**src/rtl/pellet_tracker.sv**
```systemverilog
// Pellet map, eat pipeline and BCD score for a Pac-Man maze of COLS x ROWS tiles.
// The map is refilled by a one-cell-per-cycle sweep and read by the renderer through an independent port.
module pellet_tracker #(
    parameter int COLS = 40,
    parameter int ROWS = 30
) (
    input  logic        clk,
    input  logic        rst,
    input  logic [9:0]  pac_x_i,
    input  logic [8:0]  pac_y_i,
    input  logic        pos_valid_i,
    input  logic        restart_i,
    input  logic [5:0]  rd_tx_i,
    input  logic [4:0]  rd_ty_i,
    output logic        rd_pellet_o,
    output logic [15:0] score_bcd_o,
    output logic [10:0] pellets_left_o,
    output logic        eat_pulse_o,
    output logic        busy_o,
    output logic        level_clear_o
);

    localparam int CELLS   = COLS * ROWS;
    localparam int AW      = $clog2(CELLS);
    localparam int PELLETS = (COLS - 2) * (ROWS - 2);

    localparam logic [5:0]    TX_LAST   = 6'(COLS - 1);
    localparam logic [4:0]    TY_LAST   = 5'(ROWS - 1);
    localparam logic [5:0]    TX_MAX    = 6'(COLS - 2);
    localparam logic [4:0]    TY_MAX    = 5'(ROWS - 2);
    localparam logic [AW-1:0] ADDR_LAST = AW'(CELLS - 1);

    // state    | meaning
    // ST_INIT  | sweeping the map, one cell per cycle
    // ST_RUN   | accepting positions, eating pellets
    // ST_CLEAR | every pellet eaten, waiting for restart
    typedef enum logic [1:0] {ST_INIT, ST_RUN, ST_CLEAR} state_t;

    state_t        state_q, state_d;
    logic [AW-1:0] sw_addr_q, sw_addr_d;
    logic [5:0]    sw_tx_q, sw_tx_d;
    logic [4:0]    sw_ty_q, sw_ty_d;
    logic          s1_vld_q, s1_vld_d;
    logic [AW-1:0] s1_addr_q, s1_addr_d;
    logic          s2_vld_q, s2_vld_d;
    logic          s2_bit_q, s2_bit_d;
    logic [AW-1:0] s2_addr_q, s2_addr_d;
    logic [15:0]   score_q, score_d;
    logic [10:0]   left_q, left_d;
    logic          rd_q, rd_d;

    logic          mem_q [CELLS];
    logic          mem_we;
    logic [AW-1:0] mem_wa;
    logic          mem_wd;

    logic [5:0]    eat_tx;
    logic [4:0]    eat_ty;
    logic [AW-1:0] eat_addr;
    logic [AW-1:0] rd_addr;
    logic          rd_ok;
    logic          accept;
    logic          eat_hit;
    logic          init_bit;

    function automatic logic [15:0] bcd_inc(input logic [15:0] v);
        logic [15:0] r;
        logic        carry;
        r     = v;
        carry = 1'b1;
        if (v != 16'h9999) begin
            for (int i = 0; i < 4; i++) begin
                if (carry) begin
                    if (r[4*i +: 4] == 4'd9) begin
                        r[4*i +: 4] = 4'd0;
                    end else begin
                        r[4*i +: 4] = r[4*i +: 4] + 4'd1;
                        carry       = 1'b0;
                    end
                end
            end
        end
        return r;
    endfunction

    assign eat_tx   = pac_x_i[9:4];
    assign eat_ty   = pac_y_i[8:4];
    assign eat_addr = AW'(eat_ty) * AW'(COLS) + AW'(eat_tx);
    assign rd_addr  = AW'(rd_ty_i) * AW'(COLS) + AW'(rd_tx_i);
    assign rd_ok    = (rd_tx_i <= TX_LAST) && (rd_ty_i <= TY_LAST);

    // Only one eat may be in flight, so the read-then-clear never races another eat.
    assign accept = (state_q == ST_RUN) && pos_valid_i
                    && (pac_x_i[3:0] == 4'd8) && (pac_y_i[3:0] == 4'd8)
                    && (eat_tx <= TX_LAST) && (eat_ty <= TY_LAST)
                    && !s1_vld_q && !s2_vld_q;

    assign eat_hit  = s2_vld_q && s2_bit_q && !restart_i;
    assign init_bit = (sw_tx_q != 6'd0) && (sw_tx_q <= TX_MAX)
                      && (sw_ty_q != 5'd0) && (sw_ty_q <= TY_MAX);

    always_comb begin
        state_d   = state_q;
        sw_addr_d = sw_addr_q;
        sw_tx_d   = sw_tx_q;
        sw_ty_d   = sw_ty_q;
        score_d   = score_q;
        left_d    = left_q;
        mem_we    = 1'b0;
        mem_wa    = sw_addr_q;
        mem_wd    = 1'b0;
        s1_vld_d  = accept;
        s1_addr_d = accept ? eat_addr : s1_addr_q;
        s2_vld_d  = s1_vld_q;
        s2_addr_d = s1_addr_q;
        s2_bit_d  = mem_q[s1_addr_q];
        rd_d      = (state_q != ST_INIT) && rd_ok && mem_q[rd_addr];

        case (state_q)
            ST_INIT: begin
                mem_we = 1'b1;
                mem_wa = sw_addr_q;
                mem_wd = init_bit;
                if (sw_addr_q == ADDR_LAST) begin
                    state_d = ST_RUN;
                    left_d  = 11'(PELLETS);
                end else begin
                    sw_addr_d = sw_addr_q + 1'b1;
                    if (sw_tx_q == TX_LAST) begin
                        sw_tx_d = 6'd0;
                        sw_ty_d = sw_ty_q + 5'd1;
                    end else begin
                        sw_tx_d = sw_tx_q + 6'd1;
                    end
                end
            end
            ST_RUN: begin
                if (eat_hit) begin
                    mem_we  = 1'b1;
                    mem_wa  = s2_addr_q;
                    mem_wd  = 1'b0;
                    score_d = bcd_inc(score_q);
                    left_d  = left_q - 11'd1;
                    if (left_q == 11'd1) begin
                        state_d = ST_CLEAR;
                    end
                end
            end
            ST_CLEAR: begin
            end
            default: begin
                state_d = ST_INIT;
            end
        endcase

        if (restart_i) begin
            state_d   = ST_INIT;
            sw_addr_d = '0;
            sw_tx_d   = 6'd0;
            sw_ty_d   = 5'd0;
            s1_vld_d  = 1'b0;
            s2_vld_d  = 1'b0;
            mem_we    = 1'b0;
        end
    end

    always_ff @(posedge clk) begin
        if (rst) begin
            state_q   <= ST_INIT;
            sw_addr_q <= '0;
            sw_tx_q   <= 6'd0;
            sw_ty_q   <= 5'd0;
            s1_vld_q  <= 1'b0;
            s1_addr_q <= '0;
            s2_vld_q  <= 1'b0;
            s2_bit_q  <= 1'b0;
            s2_addr_q <= '0;
            score_q   <= 16'h0000;
            left_q    <= 11'd0;
            rd_q      <= 1'b0;
        end else begin
            state_q   <= state_d;
            sw_addr_q <= sw_addr_d;
            sw_tx_q   <= sw_tx_d;
            sw_ty_q   <= sw_ty_d;
            s1_vld_q  <= s1_vld_d;
            s1_addr_q <= s1_addr_d;
            s2_vld_q  <= s2_vld_d;
            s2_bit_q  <= s2_bit_d;
            s2_addr_q <= s2_addr_d;
            score_q   <= score_d;
            left_q    <= left_d;
            rd_q      <= rd_d;
        end
    end

    // Map contents need no reset: every reset lands in the sweep, which rewrites all cells.
    always_ff @(posedge clk) begin
        if (mem_we && !rst) begin
            mem_q[mem_wa] <= mem_wd;
        end
    end

    assign rd_pellet_o    = rd_q;
    assign score_bcd_o    = score_q;
    assign pellets_left_o = left_q;
    assign eat_pulse_o    = eat_hit && !rst;
    assign busy_o         = (state_q == ST_INIT);
    assign level_clear_o  = (state_q == ST_CLEAR);

endmodule

```
**config.mk**
```make
export PLATFORM = sky130hd
export DESIGN_NAME = pellet_tracker
export DESIGN_NICKNAME = d
export VERILOG_FILES = /design/src/rtl/pellet_tracker.sv
export SDC_FILE = /design/constraint.sdc
export NUM_CORES = 2
export LEC_CHECK = 0
export ABC_CLOCK_PERIOD_IN_PS = 80200
export BUFFER_PORTS_ARGS = -buffer_cell sky130_fd_sc_hd__buf_2
export CORE_MARGIN = 5
export CORE_UTILIZATION = 65
export DETAILED_ROUTE_END_ITERATION = 10
export PLACE_DENSITY_LB_ADDON = 0.3
export SETUP_SLACK_MARGIN = 0.4
export SLEW_MARGIN = 5
export SYNTH_ARGS = -nofsm -noshare
export SYNTH_HDL_FRONTEND = slang
export SYNTH_SLANG_ARGS = --single-unit
```
**constraint.sdc**
```tcl
create_clock -name clk -period 80.2 [get_ports clk]
set_clock_uncertainty 0.1 [all_clocks]
set_input_delay 16.04 -clock clk [delete_from_list [all_inputs] [get_ports clk]]
set_output_delay 16.04 -clock clk [all_outputs]
set_load 0.01 [all_outputs]
```
Word-level counts from Yosys, hierarchy flattened
Memories as Yosys holds them, arrays and structs flattened. A register that Yosys moved wholly into a read port is not among the register bits.
Index checks and enable logic that the tools add are counted.
Word-level totals
  register bits: 76
  RAM bits: 1200
  input bits: 34
  output and inout port bits: 31
  logic and storage cells: 119
  memories kept: 1
Operators by class
  add/subtract/negate cells: 10
  $mul: 2
  magnitude comparators: 6
  equality and inequality tests: 15
  muxes and demuxes: 34
  bitwise operators: 2
  reduce and logical (&&, ||, !) cells: 35
Memories
  mem_q: words 1200, bits a word 1, read ports 2, clocked after memory_dff 1, write ports 1, line 52  | logic mem_q [CELLS];
Operators with widths (number)
  11-bit two-way mux: 4
  4-bit equality test (second input constant): 6
  11-bit by 6-bit adder with 11-bit output: 2
  11-bit case mux with 2 select lines: 1
  1-bit two-way mux: 19
  6-bit less-or-equal comparator (second input constant): 3
  1-bit logical AND: 17
  4-bit by 1-bit adder with 4-bit output (second input constant): 4
  5-bit by 3-bit multiplier with 8-bit output (second input constant): 2
  4-bit two-way mux: 4
  16-bit != test (second input constant): 1
  4-bit AND reduction: 4
  5-bit less-or-equal comparator (second input constant): 3
  11-bit by 1-bit adder with 11-bit output (second input constant): 1
  11-bit by 1-bit equality test with 1-bit output (second input constant): 1
  11-bit equality test (second input constant): 1
  11-bit by 1-bit subtractor with 11-bit output (second input constant): 1
  3-bit AND reduction: 3
  6-bit by 1-bit adder with 6-bit output (second input constant): 1
  6-bit equality test (second input constant): 1
  2-bit two-way mux: 3
  6-bit two-way mux: 1
  2-bit case mux with 3 select lines: 1
  6-bit nonzero test: 1
  other kinds (13): 19

Depth between registers and ports, before layout
  word-level depth: 14
  gate-level depth with buffers: 16
  gate-level depth less buffers: 12

Worst setup path before layout
OpenSTA, ideal clock, no wires.
  path kind: reg-to-reg
  from: register sw_tx_q[3]
  to: memory mem_q[0] (data pin)
  library setup time: 7.352 ns
  arrival: 36.063 ns
  required time: 72.748 ns
  slack: 36.686 ns
  cell stages (with the launch flop): 3
  buffers on the path: 0
  period minus slack after synthesis: 43.514 ns
  cells stage by stage: dfxtp_1 > nor2_1 > a31oi_1
Between the ends
  word-level cells in the longest chain between the ends: 5
  elaborated cells between the ends (all ways): 6
  classes of those cells: order compare (1); mux (1); reduce/logical (4)
Ends and longest elaborated chain
  start: declaration: line 41  | logic [5:0] sw_tx_q, sw_tx_d;
  start signal: assignment: line 184  | sw_tx_q <= sw_tx_d;
  6-bit less-or-equal comparator / 6-bit nonzero test (equally long branches): line 99  | assign init_bit = (sw_tx_q != 6'd0) && (sw_tx_q <= TX_MAX)
  1-bit logical AND (*): line 99
  1-bit logical AND (*) (2 in series): line 100  | && (sw_ty_q != 5'd0) && (sw_ty_q <= TY_MAX);
  1-bit two-way mux (*)
  named net mem_wd: line 55  | logic mem_wd;
  end: declaration: line 52
Mark *: on every way through the listed nets, which the timed path passes. The rest lies on a longest branch.

Worst setup path in the final report
  from: input port rst
  to: output port eat_pulse_o
Between the ends
  word-level cells in the longest chain between the ends: 2
Ends and longest elaborated chain
  start: declaration: line 8  | input logic rst,
  1-bit zero test: line 207  | assign eat_pulse_o = eat_hit && !rst;
  1-bit logical AND: line 207
  end: declaration: line 18  | output logic eat_pulse_o,
No other way between the ends.

==> run summary <==
- clock tree from TritonCTS: done
- Synth Area in Simple Gates: 10.6%
- share of final-layout standard cells stronger than drive strength 1: 19.6%
- leftover overflow at the end of global routing: 0
- mean cell area of the mapped netlist: 13.6 um^2
- register-to-register setup slack: 74240 ps
- cts bufs inserted: 133
- DP Wirelength: 103000 um
- number of top-level design ports: 65
- multiplexer share of the synthesized area: 23.1%
- setup bufs post-CTS: 0
- Pwr per Cell Area: 20.0 nW/um^2
- clock network latency to the later pin of the worst-skew pair: 770 ps
- residual DRC count: 0
- maximum number of pins on one net before global-route repair: 295
- antenna violations before repair: 9
- worst path required time: 64060 ps
- Yosys Warn Count: 0
- Initial Util: 65.7%
- maximum fanout count along the critical path: 40
- placement row count: 116
- Final Wtd Congestion: 0.851
- number of global-route vias before repair: 44600
- number of enable-type register cells in the synthesized netlist: 1200
- area growth from synthesis to layout: 8.20%
- deepest level of the CTS H-tree: 4
- wire length of the first global-routing pass: 292000 um
- overall routing resource usage: 37.5%
- endpoints failing setup: 0
- Critical Path Start Type: input port
- post-synth top area share: 54.7%
- post-cts repair resize count: 0
- CTS root buffer: clkbuf_16
- netlist area before placement: 65800 um^2
- floorplan die area: 108000 um^2
- flip-flop and latch count after synthesis: 1277
- final std cell area, no fill: 71200 um^2
- worst hold path class: reg -> reg
- number of buffers inserted by hold repair at cts: 0
- Syn Nets: 4889
- Antenna Violating Nets Remaining: 0
- most instantiated flip-flop cell in the synthesis netlist: edfxtp_1
- leakage power summed over all cells: 21.7 nW
- total negative slack: 0 ps
- transition time at the pin with the least slew margin: 1450 ps
- total detailed-routing wirelength: 202000 um
- area share of fa/ha/maj cells after synthesis: 0.616%
- Via density: 7.46
- # port buffers: 64
- post-route worst hold slack: 344 ps
- setup repair after global routing missed its margin: no
- fraction of the yosys area taken by sequential cells: 57.1%
- worst flop-to-flop path startpoint: state_q[1]$_SDFFE_PP0P_
- via count: 45500
- net count reported at finish: 4702
- horizontal die dimension: 328 um
- category of the most critical setup path: in -> out
- worst ir drop on vdd: 0.0000159 V
- relative slew slack: 3.26%
- endpoint kind of the worst setup timing path: output port
- Crit Reg-Reg Endpoint: mem_q[1093]$_DFFE_PP_
- commonest cells in the synthesized netlist: nor2_1, edfxtp_1, mux4_2
- largest area contributor in the netlist: edfxtp_1
- ys async rst share: 0%
- total core area: 100000 um^2
- Worst Path Arrival: 17500 ps
- Hold Violations, Final: 0
- instance area after placement: 66900 um^2
- final worst-path cycle share: 41.9%
- PnR Total Power: 1.43 mW
- synthesized instance count: 4825
- final critical-path required period: 33640 ps
- Initial DRC Count: 7907
- clock slew seen by the registers of the worst setup and hold paths: 50 ps
- per-cell routed wire length: 33.2 um
- Fmax achieved: 29.7 MHz
- xor/xnor share of the synthesized area: 0.652%
- number of maximum-capacitance constraint violations: 0
- Worst Hold Launch: s1_vld_q$_SDFF_PP0_
- Synth Area in Compound Gates: 4.59%
- y dimension of the die: 328 um
- largest family of logic cells by synthesized area: multiplexers
- status: finished, final reports clean
- post-synthesis cell type count: 72
- CP startpoint: rst
- FF-to-FF path depth: 7
- Max Buffers Root-to-Sink: 3
- post-layout utilization of the core: 71.0%
- CTS sink cnt: 1277
- most used standard cell by instance count after synthesis: nor2_1
- last element of the critical path: eat_pulse_o
- cells taking the most area after synthesis: edfxtp_1, mux4_2, nor2_1, mux2i_1, dfxtp_1
- number of slew-limit violations in the final report: 0
- Pre-Repair DR Iteration Count: 9
==> power breakdown <==
group / internal (mW) / switching (mW)
sequential: 0.717 / 0.000193
combinational: 0.0300 / 0.0612
clock: 0.359 / 0.260
==> final cells by class <==
type                            instances  area, um^2
Timing Repair Buffer                  141        1030
Clock buffer                          173        3590
Inverter                               26         103
Sequential cell                      1277       37600
Tap cell                             1357        1700
Multi-Input combinational cell       3059       26500
Fill cell                            6432       29100
Clock inverter                         71         712
Antenna cell                            2        5.00
==> cells by family after synthesis <==
logic type / Yosys count
AO/OA/AOI/OAI: 421
flip-flops: 1277
XOR/XNOR: 49
adder cells (fa/ha/maj): 30
buffers and inverters: 489
AND/OR/NAND/NOR: 1718
multiplexers: 841
==> metrics by stage <==
stage,worst slack [ps],instances
6_report,46560,6106
5_1_grt,46490,6104
4_1_cts,46560,6104
2_1_floorplan,36690,4825
3_3_place_gp,46520,5860
3_5_place_dp,46550,5860
==> metal layers <==
| metal | GRT usage, % | routed length, um |
|---|---|---|
| met2 | 56.9 | 90300 |
| met5 | 0 | 34 |
| met4 | 22.7 | 16200 |
| met3 | 12.1 | 33200 |
| met1 | 47.8 | 62700 |
==> layout by cell type (no fill, tap or decap), drive strengths merged, types with 5 or more instances in the layout <==
master	synthesis	routed
a221oi	115	115
nor3	39	39
mux4	540	540
dfxtp	77	77
o211ai	5	5
a22oi	63	63
nand2	153	153
mux2i	299	299
bufinv	0	13
nand3	84	84
or3	12	12
a31oi	9	9
o31ai	7	7
and3	9	9
and2	8	8
ha	26	26
nor2	1311	1311
buf	177	141
nand3b	10	10
o221ai	23	23
clkinv	1	47
o22ai	14	14
o21ai	77	77
nor2b	28	28
edfxtp	1200	1200
inv	25	34
nand2b	8	8
xor2	30	30
xnor2	19	19
nand4	35	35
clkbuf	286	173
a21oi	61	61
==> flip-flops by register name, indices dropped and copies added, names as in the netlist <==
register,count
s1_addr_q,11
s2_bit_q,1
sw_addr_q,11
sw_tx_q,6
s2_vld_q,1
pellets_left_o,11
s1_vld_q,1
mem_q,1200
score_bcd_o,16
rd_pellet_o,1
state_q,2
s2_addr_q,11
sw_ty_q,5
==> worst max-delay path, cell delays in order <==
cell	delay [ps]
buf_2	620
or2_2	580
nor2_1	90
buf_2	160
==> worst min-delay path by stage <==
stage / depth (start not counted) / slack (ps) / endpoint
finish: 2 / 340 / s2_vld_q$_SDFF_PP0_
global route: 2 / 380 / s2_vld_q$_SDFF_PP0_
CTS: 2 / 350 / s2_vld_q$_SDFF_PP0_
detailed placement: 2 / 340 / s2_vld_q$_SDFF_PP0_
global placement: 2 / 320 / s2_vld_q$_SDFF_PP0_
floorplan: 2 / 310 / s2_vld_q$_SDFF_PP0_
(Power assumes the default switching activity.)
